<file path="src/rtl/coin_return_dispenser_pkg.sv">
// Shared constants and types for the coin return dispenser.
// No logic: denominations, widths, inventory limits and FSM encoding.
// Not applicable: holds no flow control.
package coin_return_dispenser_pkg;

  // Number of denominations; index 0 is the smallest coin.
  localparam int K_NUM_COINS  = 3;
  // Width of every money amount.
  localparam int K_TOTAL_BITS = 31;
  // Width of each per-denomination inventory counter.
  localparam int CNT_BITS     = 8;

  typedef logic [K_TOTAL_BITS-1:0] amount_t;
  typedef logic [CNT_BITS-1:0]     count_t;
  typedef logic [K_NUM_COINS-1:0]  coin_vec_t;
  typedef logic [K_NUM_COINS*CNT_BITS-1:0] count_bus_t;

  // Denomination values, smallest first.
  localparam amount_t COIN_VAL0 = 31'd100;
  localparam amount_t COIN_VAL1 = 31'd500;
  localparam amount_t COIN_VAL2 = 31'd1000;

  // Inventory after reset, and the ceiling deposits cannot push past.
  localparam count_t INIT_COUNT = 8'd8;
  localparam count_t CNT_MAX    = 8'd255;

  typedef enum logic {
    ST_IDLE     = 1'b0,
    ST_DISPENSE = 1'b1
  } state_t;

  // Value of denomination idx; idx above the largest maps to the largest.
  function automatic amount_t coin_val(input int idx);
    amount_t v;
    case (idx)
      0:       v = COIN_VAL0;
      1:       v = COIN_VAL1;
      default: v = COIN_VAL2;
    endcase
    return v;
  endfunction

endpackage

</file>
<file path="src/rtl/coin_select.sv">
// Greedy coin picker: largest denomination that fits the remainder and is in stock.
// Latency: purely combinational, zero cycles.
// No flow control; the caller decides whether to act on the choice.
module coin_select
  import coin_return_dispenser_pkg::*;
(
  input  logic [K_TOTAL_BITS-1:0]          remainder,
  input  logic [K_NUM_COINS*CNT_BITS-1:0]  counts,
  output logic [K_NUM_COINS-1:0]           choice,
  output logic [K_TOTAL_BITS-1:0]          value,
  output logic                             none
);

  // Scan upward so a larger qualifying denomination overrides a smaller one.
  always_comb begin
    choice = '0;
    value  = '0;
    none   = 1'b1;
    for (int i = 0; i < K_NUM_COINS; i++) begin
      if ((coin_val(i) <= remainder) &&
          (counts[i*CNT_BITS +: CNT_BITS] != '0)) begin
        choice    = '0;
        choice[i] = 1'b1;
        value     = coin_val(i);
        none      = 1'b0;
      end
    end
  end

endmodule

</file>
<file path="src/rtl/coin_return_dispenser.sv">
// Change dispenser: ejects a refund one coin per clock, largest first, from a tracked inventory.
// Latency: n-coin return shows coin k after edge k and o_done after edge n+1 (n+2 cycles start-to-done).
// No backpressure: i_start is taken only in IDLE; requests while busy are dropped, never queued.
module coin_return_dispenser
  import coin_return_dispenser_pkg::*;
(
  input  logic                             clk,
  input  logic                             reset,
  input  logic                             i_start,
  input  logic [K_TOTAL_BITS-1:0]          i_return_amount,
  input  logic [K_NUM_COINS-1:0]           i_coin_in,
  output logic [K_NUM_COINS-1:0]           o_return_coin,
  output logic                             o_busy,
  output logic                             o_done,
  output logic                             o_short,
  output logic [K_TOTAL_BITS-1:0]          o_remainder,
  output logic [K_NUM_COINS*CNT_BITS-1:0]  o_coin_count
);

  state_t     state;
  state_t     state_nxt;
  amount_t    remainder;
  amount_t    remainder_nxt;
  count_bus_t counts;

  coin_vec_t  sel_choice;
  amount_t    sel_value;
  logic       sel_none;

  // Coins actually leaving the machine this cycle.
  coin_vec_t  take;

  coin_vec_t  return_coin_nxt;
  logic       busy_nxt;
  logic       done_nxt;
  logic       short_nxt;
  amount_t    rem_out_nxt;

  coin_select u_coin_select (
    .remainder (remainder),
    .counts    (counts),
    .choice    (sel_choice),
    .value     (sel_value),
    .none      (sel_none)
  );

  assign take         = ((state == ST_DISPENSE) && !sel_none) ? sel_choice : '0;
  assign o_coin_count = counts;

  // State, remainder and registered outputs.
  always_ff @(posedge clk) begin
    if (reset) begin
      state         <= ST_IDLE;
      remainder     <= '0;
      o_return_coin <= '0;
      o_busy        <= 1'b0;
      o_done        <= 1'b0;
      o_short       <= 1'b0;
      o_remainder   <= '0;
    end else begin
      state         <= state_nxt;
      remainder     <= remainder_nxt;
      o_return_coin <= return_coin_nxt;
      o_busy        <= busy_nxt;
      o_done        <= done_nxt;
      o_short       <= short_nxt;
      o_remainder   <= rem_out_nxt;
    end
  end

  // Next-state and next-output decode; short/remainder hold until the next completion.
  always_comb begin
    state_nxt       = state;
    remainder_nxt   = remainder;
    return_coin_nxt = '0;
    busy_nxt        = o_busy;
    done_nxt        = 1'b0;
    short_nxt       = o_short;
    rem_out_nxt     = o_remainder;
    case (state)
      ST_IDLE: begin
        busy_nxt = 1'b0;
        if (i_start) begin
          state_nxt     = ST_DISPENSE;
          remainder_nxt = i_return_amount;
          busy_nxt      = 1'b1;
        end
      end
      ST_DISPENSE: begin
        if (!sel_none) begin
          return_coin_nxt = sel_choice;
          remainder_nxt   = remainder - sel_value;
        end else begin
          // Nothing more can be paid: report whatever is still owed.
          state_nxt   = ST_IDLE;
          busy_nxt    = 1'b0;
          done_nxt    = 1'b1;
          short_nxt   = (remainder != '0);
          rem_out_nxt = remainder;
        end
      end
      default: begin
        state_nxt = ST_IDLE;
        busy_nxt  = 1'b0;
      end
    endcase
  end

  // Inventory: deposits add (saturating), ejected coins subtract; both at once cancel.
  always_ff @(posedge clk) begin
    if (reset) begin
      for (int i = 0; i < K_NUM_COINS; i++) begin
        counts[i*CNT_BITS +: CNT_BITS] <= INIT_COUNT;
      end
    end else begin
      for (int i = 0; i < K_NUM_COINS; i++) begin
        if (i_coin_in[i] && !take[i]) begin
          if (counts[i*CNT_BITS +: CNT_BITS] != CNT_MAX) begin
            counts[i*CNT_BITS +: CNT_BITS] <= counts[i*CNT_BITS +: CNT_BITS] + 8'd1;
          end
        end else if (take[i] && !i_coin_in[i]) begin
          counts[i*CNT_BITS +: CNT_BITS] <= counts[i*CNT_BITS +: CNT_BITS] - 8'd1;
        end
      end
    end
  end

endmodule

</file>
<file path="config.mk">
export PLATFORM = sky130hd
export DESIGN_NAME = coin_return_dispenser
export DESIGN_NICKNAME = d
export VERILOG_FILES = /design/src/rtl/coin_return_dispenser_pkg.sv /design/src/rtl/coin_select.sv /design/src/rtl/coin_return_dispenser.sv
export SDC_FILE = /design/constraint.sdc
export NUM_CORES = 1
export LEC_CHECK = 0
export ABC_AREA = 1
export ABC_CLOCK_PERIOD_IN_PS = 8550
export BUFFER_PORTS_ARGS = -buffer_cell sky130_fd_sc_hd__buf_4
export CORE_MARGIN = 3
export CORE_UTILIZATION = 46
export CTS_CLUSTER_SIZE = 20
export DETAILED_ROUTE_END_ITERATION = 8
export PLACE_DENSITY = 0.67
export SYNTH_ARGS = -nofsm -noshare
export SYNTH_HDL_FRONTEND = slang
export SYNTH_SLANG_ARGS = --single-unit
</file>
<file path="constraint.sdc">
create_clock -name clk -period 8.55 [get_ports clk]
set_input_delay 2.565 -clock clk [delete_from_list [all_inputs] [get_ports clk]]
set_output_delay 2.565 -clock clk [all_outputs]
set_load 0.02 [all_outputs]
</file>
==> results of run 1 <==
## through the flow
step           hold WS (ns)  worst slack (ns)  power (mW)  utilization  cell area [um2]
2_1_floorplan         0.455              4.35       0.819            -             5760
3_3_place_gp          0.468              4.13       0.925        0.541             6550
3_5_place_dp          0.470              4.04       0.936        0.541             6550
4_1_cts               0.491              4.41        1.40        0.569             6890
5_1_grt               0.507              4.21        1.48        0.569             6890
6_report              0.486              4.37        1.40        0.569             6890
## routing by layer
layer,vias up,routed length (um),part of all wire,track usage
met5,-,0,0,0
met4,0,319,0.020,0.0842
met3,19,839,0.053,0.0476
met2,177,7780,0.49,0.402
met1,2602,6800,0.43,0.272
li1,2857,-,-,-
## worst max-delay path by stage
stage	from	end	slack, ns	depth (start not counted)
final	i_coin_in[0]	o_coin_count[7]	4.37	11
after global routing	i_coin_in[0]	o_coin_count[7]	4.21	11
after CTS	i_coin_in[2]	o_coin_count[23]	4.41	12
after detailed placement	i_coin_in[2]	o_coin_count[23]	4.04	12
after global placement	i_coin_in[2]	o_coin_count[23]	4.13	12
after floorplan	i_coin_in[2]	o_coin_count[23]	4.35	11
## cell usage after synthesis (3+ instances only)
cell type / instances
nand2_1: 142
a21o_1: 4
mux2i_1: 4
dfxtp_1: 93
buf_4: 4
a21oi_1: 49
nor4_1: 10
a211oi_1: 20
xor2_1: 12
nand2_8: 4
nand3_1: 31
clkbuf_1: 11
nor2_1: 104
o211ai_1: 5
o22ai_1: 5
a31oi_1: 13
o21ai_0: 66
nand3b_1: 3
inv_1: 67
buf_6: 5
nand2_4: 3
o21ai_1: 9
buf_2: 3
o211ai_2: 3
ha_1: 26
nor2_4: 3
nand4_1: 15
nand2_2: 8
a211oi_2: 10
fa_1: 4
xnor2_1: 8
inv_2: 15
nor2_2: 6
o221ai_1: 3
nor3_1: 3
or2_2: 4
## sequential cells by signal, summed over array words and instances (netlist names)
signal	cells
o_short	1
o_coin_count	24
state	1
o_done	1
o_return_coin	3
o_busy	1
remainder	31
o_remainder	31
## layout make-up
class | count | area, um2
Inverter | 86 | 330
Clock buffer | 12 | 246
Tap cell | 168 | 210
Multi-Input combinational cell | 587 | 3410
Timing Repair Buffer | 99 | 743
Clock inverter | 4 | 95.1
Sequential cell | 93 | 1860
Fill cell | 1188 | 5220
## placed cells by master (no fill, tap or decap), types with 20 or more instances in the layout
cell type / synthesis / layout
nand2_1: 142 / 142
inv_1: 67 / 67
buf_4: 4 / 99
nor2_1: 104 / 104
o21ai_0: 66 / 66
nand3_1: 31 / 31
dfxtp_1: 93 / 93
a211oi_1: 20 / 20
a21oi_1: 49 / 49
ha_1: 26 / 26
## worst max-delay path: stages
cell and delay, ns:
buf_4 0.11, nand2_1 0.20, ha_1 0.41, a21o_1 0.20, a31oi_1 0.29, o221ai_1 0.18, nand3b_1 0.20, nand2_1 0.09
nor2_1 0.04, nor2_1 0.08, nor2_1 0.05
## kinds of logic after synthesis
| family | synth area share |
|---|---|
| flip-flops | 0.323 |
| multiplexers | 0.00695 |
| AO/OA/AOI/OAI | 0.206 |
| buffers and inverters | 0.0862 |
| AND/OR/NAND/NOR | 0.277 |
| adder cells (fa/ha/maj) | 0.0703 |
| XOR/XNOR | 0.0304 |
## power by group
group          switching, mW  internal [mW]
Sequential            0.0470          0.468
Clock                  0.174          0.294
Combinational          0.259          0.157
==> summary.md, run 1 <==
| Metric | Value |
|---|---|
| Slew Limit Fails | `0` |
| Worst min-delay path category | `reg -> reg` |
| ANT cells | `0` |
| Post-DP HPWL | `11600 um` |
| First-pass GRT wire length | `between 20000 and 30000 um` |
| CTS tree | `yes` |
| Worst r2r dst | `remainder[20]` |
| Worst-path maximum fanout | `8` |
| Post-synth EDFFs | `0` |
| # DRC | `0` |
| Overall Global Routing Usage | `0.228` |
| Max-cap check violation count | `0` |
| Fin. Hold Viols | `0` |
| # Post-CTS Setup Buffers | `0` |
| Die ar. | `around 14000 um2` |
| Share of cells above drive strength 1 | `0.201` |
| DIE WIDTH | `118 um` |
| Placed Cells | `just over 1000` |
| I/O pins | `a little under 100` |
| Final net count | `roughly 940` |
| Vias in the first global route | `around 5500` |
| Achievable Freq | `approximately 240 MHz` |
| Post-CTS Hold Buffers | `0` |
| Status | `completed` |
| Data arrival, critical path | `between 4 and 5 ns` |
| Slew HR | `0.320` |
| Via-to-Cell Ratio | `5.39` |
| Synth Flop Type | `dfxtp_1` |
| Cell taking the most area after synthesis | `dfxtp_1` |
| Final antenna-violating net count | `0` |
| Initial antenna violation count | `0` |
| Largest net degree at the start of global routing | `between 60 and 70` |
| Final period util | `0.488` |
| Fin crit period | `about 4.2 ns` |
| Post-Route WL | `roughly 16000 um` |
| Buffers on Ports | `just under 100` |
| R2r startpoint | `remainder[21]` |
| Syn avg cell area | `~7.3 um2` |
| Synth Register Bits | `93` |
| DR vias | `between 5000 and 6000` |
| Root Driver | `clkbuf_16` |
| Hold_sp | `o_remainder[30]` |
| Clk_lat worst skew | `about 0.36 ns` |
| Setup Skew | `between 0.01 and 0.015 ns` |
| Worst endpoint required time | `8.79 ns` |
| Startpoint Class | `input pin` |
| Worst-Margin Slew | `1.01 ns` |
| Layout Cells excl Fill | `1049` |
| Min-Delay Endpoint | `o_remainder[30]` |
| FFs w/ async S/R, synth | `0` |
| R2r worst-path depth | `22` |
| Initial Util | `0.476` |
| DR iter-0 viols | `between 300 and 400` |
| Hold Path Depth | `2` |
| Register area share after synthesis | `0.323` |
| Synth Instances | `791` |
| TritonRoute pass-1 iters | `7` |
| Area contributors post-synth | `dfxtp_1 (32%), nand2_1 (9.2%), nor2_1 (6.8%), o21ai_0 (5.7%), ha_1 (5.6%)` |
| Final setup vio count | `0` |
| Die H | `118 um` |
| Core Footprint | `approximately 12000 um2` |
| Leakage power | `slightly above 3 nW` |
| CP Capture Type | `register` |
| Power density cells | `203 nW/um2` |
| Register-to-register setup slack | `4.72 ns` |
| Synth Net Count | `858` |
| GR Overflow Total | `0` |
| Wirelength per Cell | `15.0 um` |
| Clock Sinks | `between 90 and 100` |
| Yosys warns | `0` |
| RSZ-0062 raised after global routing | `false` |
| Distinct cell type count of the synthesized netlist | `48` |
| Synth Cell Area | `5760 um2` |
| CTS Buf Count | `9` |
| Sum Neg Setup Slack | `0 ns` |
| Post-CTS sizing | `0` |
| Clock transition at the registers of the reported paths | `0.06 ns` |
| Clock Path Buffers | `2` |
| P&R area growth vs syn | `19.6%` |
| Post-synth top area share | `0.323` |
| Max H-tree Level | `3` |
| Setup CP Type | `in -> reg` |
| Maximum VDD drop | `a little over 0.0001 V` |
| Placement Rows | `40` |
| GP Congestion | `about 0.91` |
Power figures use the tool's default switching activity.
==> run 2, diff against run 1 <==
ABC_CLOCK_PERIOD_IN_PS = 3900   (was 8550)
clock period = 3.9 ns   (was 8.55 ns; I/O delays follow)
==> summary.md, run 2 (same netlist as run 1, synthesis figures left out) <==
| Metric | Value |
|---|---|
| Setup Skew | `0.00795 ns (-0.00208 ns)` |
| Critical Path, Cell by Cell | `inv_1, nand2_2, nor2_4, nand2_2, nor2_4, nand2_1, nand2_1, nand2_1, inv_1, nand2_1, nand2_1, ha_1, inv_1, fa_1, nand3_1, a31oi_1, nor2_2, o21bai_1, nor2_1, nand2_1, nor2_1, o21ai_0, nand3_1, nand2_1` |
| Status | `completed` |
| Slew Limit Fails | `0 (unchanged)` |
| DIE WIDTH | `118 um (unchanged)` |
| Power density cells | `429 nW/um2 (+110%)` |
| Post-Route WL | `16100 um (+2.2%)` |
| Most frequent CP cell | `nand2_1` |
| Via-to-Cell Ratio | `5.31 (-1.4%)` |
| Max-cap check violation count | `0 (unchanged)` |
| Worst min-delay path category | `reg -> reg` |
| Most frequent cells in the layout | `nand2_1 (142), nor2_1 (103), buf_4 (102)` |
| Placed Area | `6570 um2 (+0.34%)` |
| R2r startpoint | `remainder[16]` |
| Clock Sinks | `93 (unchanged)` |
| First-pass GRT wire length | `26700 um (+1.9%)` |
| Final setup vio count | `0 (unchanged)` |
| Fin crit period | `approximately 3.5 ns` |
| Worst-path maximum fanout | `5 (-3)` |
| Setup CP Type | `reg -> reg` |
| WHS | `0.490 ns (+0.00398 ns)` |
| CP Capture Type | `register` |
| Clock transition at the registers of the reported paths | `0.07 ns (about the same)` |
| Initial Util | `0.476 (unchanged)` |
| DR iter-0 viols | `347 (+9.1%)` |
| Worst setup startpoint | `remainder[16]` |
| Max H-tree Level | `3 (unchanged)` |
| TritonRoute pass-1 iters | `5 (-2)` |
| Data arrival, critical path | `3.72 ns (-0.70 ns)` |
| I/O pins | `98 (unchanged)` |
| GR Overflow Total | `0 (unchanged)` |
| Final period util | `0.890` |
| Largest net degree at the start of global routing | `64 (unchanged)` |
| Vias in the first global route | `5450 (-0.67%)` |
| Clk_lat worst skew | `0.35 ns (about the same)` |
| Slew HR | `0.438 (+0.118)` |
| RSZ-0062 raised after global routing | `false` |
| Final net count | `946 (+0.32%)` |
| Fin. Hold Viols | `0 (unchanged)` |
| Leading cell type in the layout, fill and taps excluded | `nand2_1` |
| Slowest CP cell | `fa_1` |
| ANT cells | `0 (unchanged)` |
| CTS tree | `yes` |
| Worst-Margin Slew | `0.843 ns (-0.171 ns)` |
| Sum Neg Setup Slack | `0 ns (unchanged)` |
| Finished Cell Area | `6870 um2 (-0.33%)` |
| Wirelength per Cell | `15.3 um (+1.9%)` |
| Clock Path Buffers | `2 (unchanged)` |
| DR vias | `5591 (-1.1%)` |
| Share of cells above drive strength 1 | `0.206 (+0.00497)` |
| CTS Buf Count | `9 (unchanged)` |
| Initial antenna violation count | `0 (unchanged)` |
| Placement Rows | `40 (unchanged)` |
| Die H | `118 um (unchanged)` |
| Core Footprint | `12100 um2 (unchanged)` |
| Achievable Freq | `around 290 MHz` |
| Worst endpoint required time | `4.15 ns (-4.64 ns)` |
| Die ar. | `13900 um2 (unchanged)` |
| P&R area growth vs syn | `19.2%` |
| Final antenna-violating net count | `0 (unchanged)` |
| # DRC | `0 (unchanged)` |
| Post-DP HPWL | `12100 um (+4.0%)` |
| Root Driver | `clkbuf_16` |
| GP Congestion | `1.02 (+11%)` |
| Buffers on Ports | `97 (unchanged)` |
| Crit-path max cell delay | `0.41 ns (about the same)` |
| Overall Global Routing Usage | `0.233 (+0.00511)` |
| Maximum VDD drop | `0.000228 V (+120%)` |
| Hold_sp | `o_remainder[13]` |
| Leakage power | `3.11 nW (-0.28%)` |
| Startpoint Class | `register` |
-- run 2: cell count changes in the layout (fill, tap and decap cells not counted), sizes merged --
cell,previous run,this run
buf,99,102
bufinv,3,1
clkinv,4,5
clkinvlp,0,1
-- run 2: area by class of cell --
type                       instances  area [um2]
inverter                          86         330
timing repair buffer             102         766
sequential                        93        1860
multi-input combinational        587        3410
tap                              168         210
fill                            1191        5240
clock buffer                      12         246
clock inverter                     4        47.5
-- run 2: worst paths after layout --
path                endpoint  slack [ns]  cells past startpoint
min reg2reg  o_remainder[13]        0.49                      2
max reg2reg    remainder[28]        0.43                     24
min          o_remainder[13]        0.49                      2
max            remainder[28]        0.43                     24
-- run 2: worst max-delay path: cells and delay by family, from the launching register on --
kind / cells / cell delay [ns]
buf+inv: 3 / 0.30
compound gates: 3 / 0.33
fa+ha+maj: 2 / 0.54
simple gates: 16 / 1.83
flops: 1 / 0.36
-- run 2: stage by stage --
stage	util	setup slack, ns	std cells	total power, mW
floorplan	-	0.946	791	1.80
global placement	0.543	0.481	1036	2.04
detailed placement	0.543	0.370	1036	2.06
CTS	0.567	0.305	1052	2.96
global route	0.567	0.0479	1052	3.13
finish	0.567	0.428	1052	2.94
-- run 2: metal layers --
metal	global-route usage	share of wire	vias to the layer above	routed length, um
met4	0.0930	0.027	0	434
met5	0	0	-	0
met3	0.0346	0.047	29	762
met1	0.286	0.43	2558	6990
met2	0.409	0.49	142	7910
li1	-	-	2862	-
-- run 2: power breakdown --
| part | switching [mW] | internal (mW) |
|---|---|---|
| Sequential | 0.105 | 1.03 |
| Clock | 0.380 | 0.513 |
| Combinational | 0.574 | 0.345 |
-- run 2: repair_timing --
item,CTS,global route
setup buffers,0,0
setup endpoints to repair,0,4
resized for setup,0,2
hold buffers,0,0
